==> config.mk <==
export PLATFORM = sky130hd
export DESIGN_NAME = mipi_clk_lane_tx_ctrl
export DESIGN_NICKNAME = d
export VERILOG_FILES = /design/src/rtl/mipi_clk_lane_tx_ctrl.sv
export SDC_FILE = /design/constraint.sdc
export NUM_CORES = 1
export LEC_CHECK = 0
export ABC_CLOCK_PERIOD_IN_PS = 2590
export BUFFER_PORTS_ARGS = -buffer_cell sky130_fd_sc_hd__buf_4
export CORE_ASPECT_RATIO = 0.6
export CORE_MARGIN = 5
export CORE_UTILIZATION = 40
export CTS_CLUSTER_SIZE = 25
export DETAILED_ROUTE_END_ITERATION = 16
export PLACE_DENSITY = 0.7
export SYNTH_ARGS = -nofsm -noshare
export SYNTH_HDL_FRONTEND = slang
export SYNTH_SLANG_ARGS = --single-unit
==> constraint.sdc <==
create_clock -name BYTECLK -period 2.59 [get_ports BYTECLK]
set_clock_uncertainty 0.1 [all_clocks]
set_input_delay 0.3885 -clock BYTECLK [delete_from_list [all_inputs] [get_ports BYTECLK]]
set_output_delay 0.3885 -clock BYTECLK [all_outputs]
set_load 0.01 [all_outputs]
==> src/rtl/mipi_clk_lane_tx_ctrl.sv <==
// D-PHY clock-lane TX sequencer: walks LP-11 -> LP-01 -> LP-00 -> HS-0 -> toggling and back,
// driving the PHY's LP/HS control pins from a single registered state machine.
module mipi_clk_lane_tx_ctrl #(
  parameter int CNT_W     = 8,
  parameter int T_LPX     = 2,
  parameter int T_PREPARE = 3,
  parameter int T_ZERO    = 8,
  parameter int T_PRE     = 2,
  parameter int T_POST    = 4,
  parameter int T_TRAIL   = 3,
  parameter int T_EXIT    = 3
) (
  input  logic       BYTECLK,
  input  logic       RST,
  input  logic       TXREQUESTHS,
  output logic       DTXLPP,
  output logic       DTXLPN,
  output logic       TXLPEN,
  output logic       TXHSEN,
  output logic       TXHSPD,
  output logic       TXHSGATE,
  output logic       CLK_ACTIVE,
  output logic       STOPSTATE,
  output logic [2:0] STATE
);

  typedef enum logic [3:0] {
    S_STOP, S_HS_RQST, S_PREPARE, S_ZERO, S_PRE,
    S_HS_ACTIVE, S_POST, S_TRAIL, S_EXIT
  } state_t;

  state_t           state, state_nxt;
  logic [CNT_W-1:0] timer, timer_nxt;

  function automatic logic [CNT_W-1:0] load_val(state_t s);
    case (s)
      S_HS_RQST: return CNT_W'(T_LPX - 1);
      S_PREPARE: return CNT_W'(T_PREPARE - 1);
      S_ZERO:    return CNT_W'(T_ZERO - 1);
      S_PRE:     return CNT_W'(T_PRE - 1);
      S_POST:    return CNT_W'(T_POST - 1);
      S_TRAIL:   return CNT_W'(T_TRAIL - 1);
      S_EXIT:    return CNT_W'(T_EXIT - 1);
      default:   return '0;
    endcase
  endfunction

  // {STATE, DTXLPP, DTXLPN, TXLPEN, TXHSEN, TXHSPD, TXHSGATE, CLK_ACTIVE, STOPSTATE}
  function automatic logic [10:0] decode(state_t s);
    case (s)
      S_STOP:      return {3'd0, 8'b1110_1101};
      S_HS_RQST:   return {3'd1, 8'b0110_1100};
      S_PREPARE:   return {3'd2, 8'b0011_0100};
      S_ZERO:      return {3'd3, 8'b0001_0100};
      S_PRE:       return {3'd4, 8'b0001_0000};
      S_HS_ACTIVE: return {3'd5, 8'b0001_0010};
      S_POST:      return {3'd6, 8'b0001_0000};
      S_TRAIL:     return {3'd7, 8'b0001_0100};
      S_EXIT:      return {3'd0, 8'b1110_1100};
      default:     return {3'd0, 8'b1110_1101};
    endcase
  endfunction

  always_comb begin
    state_nxt = state;
    timer_nxt = (timer == '0) ? '0 : timer - 1'b1;
    case (state)
      S_STOP:      if (TXREQUESTHS)    state_nxt = S_HS_RQST;
      S_HS_RQST:   if (timer == '0)    state_nxt = S_PREPARE;
      S_PREPARE:   if (timer == '0)    state_nxt = S_ZERO;
      S_ZERO:      if (timer == '0)    state_nxt = S_PRE;
      S_PRE:       if (timer == '0)    state_nxt = S_HS_ACTIVE;
      S_HS_ACTIVE: if (!TXREQUESTHS)   state_nxt = S_POST;
      S_POST:      if (timer == '0)    state_nxt = S_TRAIL;
      S_TRAIL:     if (timer == '0)    state_nxt = S_EXIT;
      S_EXIT:      if (timer == '0)    state_nxt = S_STOP;
      default:                         state_nxt = S_STOP;
    endcase
    // Every transition lands in a fresh phase, so reload on any state change.
    if (state_nxt != state) timer_nxt = load_val(state_nxt);
  end

  // Outputs are decoded from the next state so they move on the same edge as STATE.
  always_ff @(posedge BYTECLK or posedge RST) begin
    if (RST) begin
      state <= S_STOP;
      timer <= '0;
      {STATE, DTXLPP, DTXLPN, TXLPEN, TXHSEN, TXHSPD, TXHSGATE, CLK_ACTIVE, STOPSTATE}
        <= decode(S_STOP);
    end else begin
      state <= state_nxt;
      timer <= timer_nxt;
      {STATE, DTXLPP, DTXLPN, TXLPEN, TXHSEN, TXHSPD, TXHSGATE, CLK_ACTIVE, STOPSTATE}
        <= decode(state_nxt);
    end
  end

endmodule

* Yosys cells after proc, flatten, opt, wreduce, memory -nomap -nowiden *
Memories as Yosys holds them, arrays and structs flattened. A register that Yosys moved wholly into a read port is not among the register bits.
Cells that the tools add are included.
W data, S select, Z words.

word-level totals
  bits of input ports = 3
  ROM bits = 176
  logic and storage cells = 37
  RAM bits = 0
  bits in latches = 0
  bits in registers = 12
  memories kept = 1
  output and inout bits = 11

operators by class
  bitwise logic cells = 0
  $mul = 0
  add/sub/neg operators = 1
  eq/ne operators = 16
  shift operators = 0
  reduce and logical (&&, ||, !) cells = 4
  muxes and demuxes = 13
  div/mod/pow operators = 0
  magnitude comparators = 0

memories
  memory           words  bits a word  read ports  clocked after memory_dff  wr ports  RTL line  RTL
  (no name shown)  16     11           1           1                         0         50        case (s)

operator list
  cell                   count
  $mux W4                9
  $pmux W4 S9            1
  $eq A4 B3 Y1 const B   7
  $eq A4 B2 Y1 const B   4
  $mux W8                2
  $pmux W3 S4            1
  $eq A4 B1 Y1 const B   2
  $eq A4 B4 Y1 const B   2
  $logic_not A8 Y1       1
  $sub A8 B1 Y8 const B  1
  $logic_not A4 Y1       1
  $ne A4 B4 Y1           1
  $reduce_or A3 Y1       1
  $reduce_or A2 Y1       1

* Longest topological paths before layout *
  depth in word-level cells = 7
  mapped depth = 10
  mapped depth without buffers = 10

* Least setup slack after synthesis *
OpenSTA, ideal clock, no wires.

  kind = reg-to-reg
  from = register timer[0]
  to = register STOPSTATE
  setup time = 0.083 ns
  arrival = 1.982 ns
  cell stages (with the launch flop) = 10
  required time = 2.407 ns
  slack = 0.425 ns
  path buffers = 0
  cell sequence = dfrtp_1 -> inv_1 -> ha_1 -> nor4b_4 -> and4_4 -> mux2_4 -> inv_2 -> nor2_1 -> nand2_1 -> ha_1

on the way
  word-level cells in the longest chain between the ends = 3
  elaborated cells between the ends (all ways) = 9
  classes of those cells = 8 x mux; 1 x reduce/logical

ends and longest elaborated chain
  what                                   RTL line  RTL
  from (decl)                            33        logic [CNT_W-1:0] timer, timer_nxt;
  from (signal assigned)                 92        timer <= timer_nxt;
  $logic_not A8 Y1 (*)                   -
  $mux W4, or another cell as far along  76        S_EXIT: if (timer == '0) state_nxt = S_STOP;
  $pmux W4 S9 (*)                        67        case (state)
  via state_nxt[2]                       32        state_t state, state_nxt;
  to (decl)                              23        output logic STOPSTATE,

Mark *: on every way through the listed nets, which the timed path passes. The rest lies on a longest branch.

* Worst setup path after layout *
Same ends and word-level chain as after synthesis.

==> results.rst <==
.. list-table::
   :header-rows: 1

   * - Metric
     - Value
   * - Number of synthesized register bits
     - 22
   * - Switching power
     - 789 uW
   * - Half-perimeter wire length after placement
     - 1790 um
   * - Mean routed wirelength per cell
     - 15.5 um
   * - Synth Net Count
     - 110
   * - Slew of the pin with the lowest slew margin
     - 839 ps
   * - Layout Nets
     - 126
   * - RSZ-0062 raised after global routing
     - false
   * - Internal power summed over all cells
     - 1200 uW
   * - Top_reg_cell synth
     - dfrtp_1
   * - Final wirelength
     - 2360 um
   * - Cell count after synthesis
     - 105
   * - Data arrival time of the critical path
     - 2450 ps
   * - Overflow left after global routing
     - 0
   * - Highest Clock Rate
     - 0.425 GHz
   * - CTS hold repair buffers
     - 0
   * - Synth area leaders
     - dfrtp_1 39%, dfstp_2 12%, inv_1 3.7%, a21oi_1 3.2%, nor2_1 2.7%
   * - Most numerous cell in the Yosys netlist
     - dfrtp_1
   * - Summed area of non-filler cells in the final layout
     - 1310 um^2
   * - Drt drc
     - 0
   * - Total GRT Usage
     - 12.7%
   * - Slowest cell delay on critical path
     - 390 ps
   * - Initial antenna violation count
     - 0
   * - Core area
     - 2570 um^2
   * - Final Critical Period
     - 2350 ps
   * - Worst-path fanout max
     - 5
   * - Count of placed standard cells including taps
     - 148
   * - Remaining antenna violation count after routing
     - 0
   * - Vias per inst
     - 5.36
   * - Total of cells resized after clock tree synthesis
     - 0
   * - # Post-CTS Setup Buffers
     - 0
   * - Pwr Density
     - 1520 nW/um^2
   * - Final Hold Violating Endpoints
     - 0
   * - Maximum buffer depth of the clock tree
     - 2
   * - Slowest-stage cell, CP
     - dfrtp_1
   * - Outcome
     - finished clean
   * - Nature of the critical path startpoint
     - flip-flop
   * - Number of unique standard cell types used by synthesis
     - 42
   * - Total standard cell area after synthesis
     - 1100 um^2
   * - Post-route non-filler standard cell count
     - 152
   * - Number of input and output port buffers inserted
     - 13
   * - Pre-antenna DRT Iters
     - 4
   * - Mean Syn Cell Area
     - 10.5 um^2
   * - Relative contribution of the clock network to total power
     - 16.0%
   * - CTS tree
     - done
   * - Number of global-route vias before repair
     - 774
   * - Largest net degree at the start of global routing
     - 23
   * - Clock sinks
     - 22
   * - Crit path kind
     - flip-flop to flip-flop
   * - Initial cell density of the core
     - 42.9%
   * - Cell type with the largest total area after synthesis
     - dfrtp_1
   * - Share of async-settable or async-resettable flops after synthesis
     - 100%
   * - Count of maximum capacitance violations
     - 0
   * - Ports placed on the boundary
     - 14
   * - Wire length of the first global-routing pass
     - 3970 um
   * - Area Growth Syn to Fin
     - 18.6%
   * - RD Place Congestion
     - 0.756
   * - Clock edge transition at the registers on the reported setup and hold paths
     - 80 ps
   * - Via count
     - 814
   * - Hold WC Path Type
     - input pin to asynchronous set/reset pin
   * - Clock latency reported for the late side of the worst-skew pair
     - 260 ps
   * - Crit-path cells
     - inv_1 > ha_1 > nor4b_4 > and4_4 > mux2_4 > inv_2 > nor2_1 > nand2_1 > ha_1
   * - Die Area
     - 3950 um^2
   * - Layout cell share with drive strength beyond 1
     - 29.2%
   * - Root buffer cell
     - clkbuf_8
   * - Leakage power
     - 0.000600 uW
   * - Area fraction of the dominant cell type after synthesis
     - 38.5%
   * - 1st-iter DRT viols
     - 56
   * - Period Utilization, post-route
     - 90.9%
   * - Worst relative slew slack
     - 44.0%
   * - Placed standard-cell area
     - 1240 um^2
   * - Accumulated negative setup slack
     - 0 ps
   * - Sequential fraction of design power
     - 33.5%
   * - Die Ht
     - 50.7 um
   * - Cts bufs inserted
     - 3
   * - Part of the Yosys area used for sequential elements
     - 50.4%
   * - Warnings from Yosys
     - 0
   * - Most numerous cell types in the synthesized netlist
     - 17 x dfrtp_1, 11 x inv_1, 8 x nor2_1
   * - EDFF count, synth
     - 0
   * - Final setup fails
     - 0
   * - Cell mode on critical path
     - ha_1
   * - Diodes inserted
     - 0
   * - Final hold slack
     - 193 ps
   * - Number of placement rows
     - 14
   * - Critical path data required time
     - 2680 ps
   * - Post-layout util
     - 50.9%
   * - Max-slew violation count
     - 0
   * - Endpoint class of the critical path
     - flip-flop
   * - Combinational Power Share
     - 50.5%
   * - Sw Ratio
     - 39.7%
   * - # H-tree levels
     - 1
   * - Peak supply drop
     - 0.687 mV
   * - Horizontal extent of the die
     - 77.9 um
cells by family after synthesis:
logic type	after synthesis	synth area share (%)
AND/OR/NAND/NOR	32	17.1
flip-flops	22	50.4
multiplexers	4	4.42
adder cells (fa/ha/maj)	2	2.26
AO/OA/AOI/OAI	24	16.5
XOR/XNOR	4	3.17
buffers and inverters	17	6.12
placed cells by master, fill, tap and decap left out, types with 2 or more instances in the layout:
cell,Yosys,routed
a21oi_1,7,7
buf_4,1,15
clkbuf_8,0,3
dfrtp_1,17,17
dfstp_2,5,5
ha_1,2,2
inv_1,11,11
mux2_2,2,2
nand2_1,5,5
nand2b_1,3,3
nand3_1,3,3
nor2_1,8,8
nor3_1,2,2
o21ai_0,3,3
o22ai_1,2,2
or2_2,2,2
or3_1,2,2
xnor2_1,3,3
per-stage QoR:
step                setup WS (ps)  power [uW]
floorplan                     425        1340
global placement              309        1640
detailed placement            258        1670
CTS                           240        2000
global route                  106        2140
finish                        237        1990
registers in the layout (all words and copies together), names as in the netlist:
name	count
TXLPEN	1
timer	8
state	4
CLK_ACTIVE	1
TXHSGATE	1
DTXLPP	1
STOPSTATE	1
TXHSEN	1
STATE	3
DTXLPN	1
layer usage:
metal | track usage (%) | share of wire (%) | up-vias
met5 | 0 | 0 | -
met4 | 0.857 | 0 | 0
met3 | 4.82 | 6.5 | 0
met2 | 17.5 | 42 | 20
met1 | 19.5 | 51 | 400
li1 | - | - | 394
final cells by class:
class | instances | area [um^2]
Multi-Input combinational cell | 66 | 480
Fill cell | 248 | 1260
Timing Repair Buffer | 15 | 113
Tap cell | 32 | 40.0
Inverter | 13 | 48.8
Clock buffer | 3 | 41.3
Sequential cell | 22 | 557
Clock inverter | 1 | 30.0
worst max-delay path: cells and delay by family, from the launching register on:
family / cells / cell delay [ps]
flops: 1 / 390
mux: 1 / 350
fa+ha+maj: 2 / 440
buf+inv: 2 / 180
simple gates: 4 / 830
path summary, 6_finish.rpt:
kind | slack (ps) | from | cells past startpoint | end
worst max register to register | 240 | timer[0] | 9 | STOPSTATE
worst min register to register | 500 | timer[7] | 2 | timer[6]
max in group asynchronous | 1680 | RST | 2 | timer[6]
worst max-delay path | 240 | timer[0] | 9 | STOPSTATE
min in group BYTECLK | 490 | TXREQUESTHS | 4 | STATE[0]
worst min-delay path | 190 | RST | 2 | timer[3]
power groups by stage:
stage / sequential, uW / clock [uW] / combinational (uW)
6_report: 666 / 319 / 1000
5_1_grt: 686 / 344 / 1110
4_1_cts: 661 / 324 / 1010
3_5_place_dp: 668 / 0 / 1010
3_3_place_gp: 663 / 0 / 973
2_1_floorplan: 652 / 0 / 684
No activity file was read; power rests on OpenSTA's default activity.
